File: config.mk
export PLATFORM = sky130hd
export DESIGN_NAME = interrupt_request
export DESIGN_NICKNAME = d
export VERILOG_FILES = /design/src/rtl/pic8259_pkg.sv /design/src/rtl/irq_channel.sv /design/src/rtl/interrupt_request.sv
export SDC_FILE = /design/constraint.sdc
export NUM_CORES = 1
export LEC_CHECK = 0
export CAP_MARGIN = 20
export CORE_UTILIZATION = 42
export DETAILED_ROUTE_END_ITERATION = 16
export PLACE_DENSITY = 0.84
export SLEW_MARGIN = 20
export SYNTH_ARGS = -nofsm -noshare
export SYNTH_HDL_FRONTEND = slang
export SYNTH_HIERARCHICAL = 1
export SYNTH_SLANG_ARGS = --single-unit
File: constraint.sdc
create_clock -name clock -period 1.13 [get_ports clock]
set_clock_uncertainty 0.1 [all_clocks]
set_input_delay 0.113 -clock clock [delete_from_list [all_inputs] [get_ports clock]]
set_output_delay 0.113 -clock clock [all_outputs]
set_load 0.05 [all_outputs]
File: src/rtl/pic8259_pkg.sv
// pic8259_pkg: constants and types shared by the interrupt request, ISR and
// priority blocks of the 8259-style interrupt controller.
package pic8259_pkg;

  // Default number of interrupt request channels (IR0..IR7).
  localparam int NUM_IRQ_DEFAULT = 8;

  // One bit per interrupt channel.
  typedef logic [NUM_IRQ_DEFAULT-1:0] irq_vec_t;

  // Global trigger mode selected by the ICW1 LTIM bit.
  typedef enum logic {
    TRIG_EDGE  = 1'b0,
    TRIG_LEVEL = 1'b1
  } trig_mode_t;

endpackage : pic8259_pkg

File: src/rtl/irq_channel.sv
// irq_channel: one interrupt request channel -- optional two-flop pin
// synchronizer, edge-arm latch and the IRR bit.
// Optional feature: define IRQ_PIN_SYNC_EN to insert the pin synchronizer
// (pin-to-IRR latency 3 clocks instead of 1).
module irq_channel
  import pic8259_pkg::*;
(
  input  logic clock,
  input  logic reset_n,
  input  logic icw1_reset,
  input  logic level_mode,
  input  logic freeze,
  input  logic clear,
  input  logic pin,
  output logic irr
);

  logic       w_pin;
  logic       w_edge_event;
  trig_mode_t w_mode;
  logic       r_arm;
  logic       r_irr;

`ifdef IRQ_PIN_SYNC_EN
  logic [1:0] r_sync;

  // Two-flop synchronizer for the asynchronous device pin; cleared only by reset_n.
  always_ff @(posedge clock or negedge reset_n) begin
    if (!reset_n) begin
      r_sync <= 2'b00;
    end else begin
      r_sync <= {r_sync[0], pin};
    end
  end

  assign w_pin = r_sync[1];
`else
  assign w_pin = pin;
`endif

  assign w_mode       = trig_mode_t'(level_mode);
  assign w_edge_event = w_pin & r_arm;

  // Edge-arm latch: armed while the pin is seen low, disarmed by any clear so
  // a pin still held high cannot re-request until it goes low again.
  always_ff @(posedge clock or negedge reset_n) begin
    if (!reset_n) begin
      r_arm <= 1'b0;
    end else if (icw1_reset || clear) begin
      r_arm <= 1'b0;
    end else if (!w_pin) begin
      r_arm <= 1'b1;
    end
  end

  // IRR bit: ICW1 clear, channel clear, freeze hold, then mode-dependent update.
  always_ff @(posedge clock or negedge reset_n) begin
    if (!reset_n) begin
      r_irr <= 1'b0;
    end else if (icw1_reset) begin
      r_irr <= 1'b0;
    end else if (clear) begin
      r_irr <= 1'b0;
    end else if (freeze) begin
      r_irr <= r_irr;
    end else if (w_mode == TRIG_LEVEL) begin
      r_irr <= w_pin;
    end else if (w_edge_event) begin
      r_irr <= 1'b1;
    end
  end

  assign irr = r_irr;

endmodule : irq_channel

File: src/rtl/interrupt_request.sv
// interrupt_request: interrupt request register (IRR) of an 8259-style PIC,
// built from NUM_IRQ independent irq_channel instances sharing mode, freeze
// and reset controls.
// Optional feature: define IRQ_PIN_SYNC_EN to synchronize the request pins
// (two flops per channel, pin-to-IRR latency 3 clocks).
module interrupt_request
  import pic8259_pkg::*;
#(
  parameter int NUM_IRQ = NUM_IRQ_DEFAULT
) (
  input  logic               clock,
  input  logic               reset_n,
  input  logic               write_initial_command_word_1_reset,
  input  logic               level_triggered_config,
  input  logic               freeze,
  input  logic [NUM_IRQ-1:0] clear_interrupt_request,
  input  logic [NUM_IRQ-1:0] interrupt_request_pin,
  output logic [NUM_IRQ-1:0] interrupt_request_register
);

  logic [NUM_IRQ-1:0] w_irr;

  for (genvar gi = 0; gi < NUM_IRQ; gi++) begin : g_channel
    irq_channel u_channel (
      .clock      (clock),
      .reset_n    (reset_n),
      .icw1_reset (write_initial_command_word_1_reset),
      .level_mode (level_triggered_config),
      .freeze     (freeze),
      .clear      (clear_interrupt_request[gi]),
      .pin        (interrupt_request_pin[gi]),
      .irr        (w_irr[gi])
    );
  end

  assign interrupt_request_register = w_irr;

endmodule : interrupt_request

# Yosys cells after proc, flatten, opt, wreduce, memory -nomap -nowiden
# Cells that the tools add are included.
classes:
  n_addsub: 0
  multipliers: 0
  n_div: 0
  order_cmp: 0
  n_eq_ne: 16
  shift: 0
  n_mux: 56
  n_bitwise: 8
  reduce_logical: 24
ops:
  columns: ["op", "count"]
  rows:
  - ["1-bit 2-to-1 mux", 56]
  - ["4-bit nonzero test", 8]
  - ["3-bit by 2-bit != test with 1-bit output (second input constant)", 8]
  - ["2-bit by 1-bit != test with 1-bit output (second input constant)", 8]
  - ["2-bit AND reduction", 8]
  - ["1-bit bitwise AND", 8]
  - ["1-bit logical OR", 8]
word_totals:
  regBits: 16
  latchBits: 0
  ramBits: 0
  mem_bits_ro: 0
  inputBits: 21
  word_cells: 120
  n_memories: 0

# Depth between registers and ports, before layout
depth:
  depth_word: 6
  mapped_depth: 3

# Hierarchy
# Netlist, hierarchy kept.
modules_own_cells:
  columns: ["module", "n_inst", "cells_each", "area_each_um2"]
  rows:
  - ["irq_channel", 8, 9, 93.8]

# Worst setup path after synthesis
# OpenSTA, ideal clock, no wires.
synth_timing:
  path_type: "register -> register"
  startpoint: "register g_channel[0].u_channel/irr (netlist name)"
  endpoint: "register g_channel[0].u_channel.r_irr"
  setup_time_ps: 87
  arrival_ps: 958
  required_ps: 943
  setup_slack_ps: -15
  stages_incl_launch_ff: 3
  synth_period_minus_slack_ps: 1145
  path_cell_list: "dfrtp_1 > o21ai_1 > a211oi_2"
synth_lines:
  columns: ["element", "line", "rtl"]
  rows:
  - ["end signal, assigned", "irq_channel.sv:65", "r_irr <= r_irr;"]
  - ["end signal, assigned", "irq_channel.sv:67", "r_irr <= w_pin;"]
  - ["end, declared", "irq_channel.sv:22", "logic r_irr;"]

# Worst setup path in the final report
layout_timing:
  startpoint: "register g_channel[3].u_channel.r_irr"
  endpoint: "output port interrupt_request_register[3]"
layout_lines:
  columns: ["element", "line", "rtl"]
  rows:
  - ["start, declared", "irq_channel.sv:22", null]
  - ["start signal, assigned", "irq_channel.sv:65", null]
  - ["start signal, assigned", "irq_channel.sv:67", null]
  - ["end, declared", "interrupt_request.sv:18", "output logic [NUM_IRQ-1:0] interrupt_request_register"]
# No word-level cell between the ends.

==> impl_metrics.csv <==
group,metric,value,unit
final_layout,num_antenna_cells,0,
route,drt_pass1_iterations,6,
critical_path,cpPeakStageDelay,0.44,ns
final_layout,regArea,410,um2
floorplanning,fp.dieW,44.3,um
clocking,htree_levels,1,
timing,tns,0,ns
floorplanning,dieArea,1960,um2
global_route,grt_pass1_wl,2920,um
critical_path,worst-path-max-fanout,2,
placement,dpl.hpwl,1280,um
synth,synth.distinct_cells,6,
power,peakVddDrop,0.000799,V
critical_path,start_kind,"flip-flop",
clocking,cts.sinks,16,
critical_path,cp_slowest_cell,"dfrtp_2",
clocking,insertion_delay,0.28,ns
timing,maxSlewViolCount,0,
route,drtIter0Drc,12,
power,p_per_area,985,nW/um2
power,leakagePower,0.528,nW
synth,synthTopCellsByArea,"dfrtp_1 53%, a211oi_2 13%, inv_1 12%",
synth,netlist_area,751,um2
synth,ys_top_cells_by_count,"24 x inv_1, 16 x dfrtp_1",
clocking,postCtsResizedCells,0,
synth,syn_nets,93,
final_layout,drive_gt1_share,30.9,%
run_status,status,"complete, no violations",
critical_path,crit_family,"flip-flops",
placement,place_inst,130,
final_layout,stdcell_count,134,
synth,syn-instance-count,72,
final_layout,nets,132,
synth,synth-xor-area-share,0,%
synth,synth_top_flop_cell,"dfrtp_1",
synth,synthSimpleGateAreaFrac,0,%
critical_path,cp.arrival,0.87,ns
critical_path,critPathKind,"reg -> out",
hold_path,min_path_type,"in -> async",
synth,ys_ff_latch,16,
synth,syn_avg_cell_area,10.4,um2
global_route,grt_max_degree,17,
critical_path,end_kind,"output pin",
placement,gp_congestion,0.691,
clocking,cts_setup_buffers,0,
synth,synth_top_area_share,53.3,%
synth,synth_top_family_by_area,"compound AO/OA/AOI/OAI gates",
critical_path,critPathBufInv,1,
synth,synth-edff-count,0,
route,totalWireLength,1630,um
synth,synth_top_area_cell,"dfrtp_1",
route,detail-route-antenna-nets,0,
critical_path,crit_required,0.92,ns
final_layout,multi_input_comb_area,260,um2
run,cap_violations,0,
synth,synthMuxAreaShare,0,%
synth,synth-compound-area-share,34.7,%
clocking,hold_buffers,0,
clocking,clk_pin_slew,0.09,ns
route,drc,0,
timing,maxSlewHeadroom,84.3,%
global_route,grt_overflow,0,
timing,hold_viol,0,
floorplanning,fp.dieH,44.3,um
global_route,antenna_found_initial,0,
route,routedWlPerCell,12.1,um
timing,setup_viol,0,
timing,period_needed,1.08,ns
synth,synth-warning-count,6,
timing,rsz0062_at_grt,"false",
route,vias,667,
global_route,track_usage,20.0,%
global_route,grt_pass1_vias,680,
critical_path,crit_chain,"buf_12",
clocking,numCtsBuffers,3,
synth,yosysMostFrequentCell,"inv_1",
placement,numPortBuffers,28,
power,total_power,1.23,mW
final_layout,fill_cells,103,
floorplanning,start_util,47.1,%
synth,synth-adder-area-share,0,%
clocking,clockBufferDepth,2,
floorplanning,boundaryPins,29,
timing,worst_pin_slew,0.234,ns
floorplanning,rows,14,
route,vias_per_cell,4.98,
clocking,root_buffer,"clkbuf_4",
synth,synth-async-reset-ratio,100,%
timing,fin_crit_sh,95.8,%
final_layout,area_growth,65.8,%
floorplanning,design.core.area,1590,um2
synth,yosysSeqAreaShare,53.3,%
clocking,cts_tree,"built",
timing,fmax,924,MHz
sequential cells by signal (all words and copies together) (netlist names):
name and cells:
g_channel.u_channel/irr 8, g_channel.u_channel/r_arm 8
power by group:
group	leakage [nW]	internal (mW)	switching, mW
Clock	0.0210	0.196	0.179
Combinational	0.303	0.131	0.112
Sequential	0.204	0.593	0.0155
routing by layer:
| metal | routed length [um] | up-vias | GRT usage (%) |
|---|---|---|---|
| met3 | 59 | 0 | 3.67 |
| li1 | - | 325 | - |
| met2 | 841 | 23 | 33.8 |
| met1 | 726 | 319 | 27.9 |
| met4 | 0 | 0 | 1.82 |
| met5 | 0 | - | 0 |
layout make-up:
class | instances | share of cell area (%)
repair buffers | 34 | 33.6
well taps | 24 | 2.41
clock buffers | 4 | 2.91
inverters | 24 | 7.24
multi-input cells | 32 | 20.9
flip-flops and latches | 16 | 33.0
kinds of logic (layout without fill, tap and decap cells):
family / count (synthesis) / in the layout
compound gates: 32 / 32
flops: 16 / 16
buf+inv: 24 / 62
per-stage QoR:
step	instance area (um2)	util, %	hold WS, ns	setup slack [ns]
after floorplan	761	-	-0.283	0.123
after global placement	1210	75.8	0.352	-0.127
after detailed placement	1210	75.8	0.373	-0.157
after CTS	1240	78.1	0.0645	0.0368
after global routing	1240	78.1	0.0741	0.0196
final	1240	78.1	0.0550	0.0476
final timing paths:
check,startpoint,to,slack (ns),cells after the start
worst max-delay path,g_channel[3].u_channel/irr$_DFFE_PN0P_,interrupt_request_register[3],0.05,1
worst min-delay path,reset_n,g_channel[2].u_channel/r_arm$_DFFE_PN0P_,0.06,2
worst max register to register,g_channel[3].u_channel/r_arm$_DFFE_PN0P_,g_channel[3].u_channel/irr$_DFFE_PN0P_,0.22,2
worst min register to register,g_channel[5].u_channel/r_arm$_DFFE_PN0P_,g_channel[5].u_channel/r_arm$_DFFE_PN0P_,0.43,2
max in group asynchronous,reset_n,g_channel[3].u_channel/irr$_DFFE_PN0P_,0.68,2
min in group clock,clear_interrupt_request[4],g_channel[4].u_channel/irr$_DFFE_PN0P_,0.29,2
layout by cell type, fill, tap and decap left out, drive strengths merged:
cell	count
a211oi	16
buf	14
clkbuf	4
clkdlybuf4s50	20
dfrtp	16
inv	24
o211ai	8
o21ai	8
No activity file was read; power rests on OpenSTA's default activity.
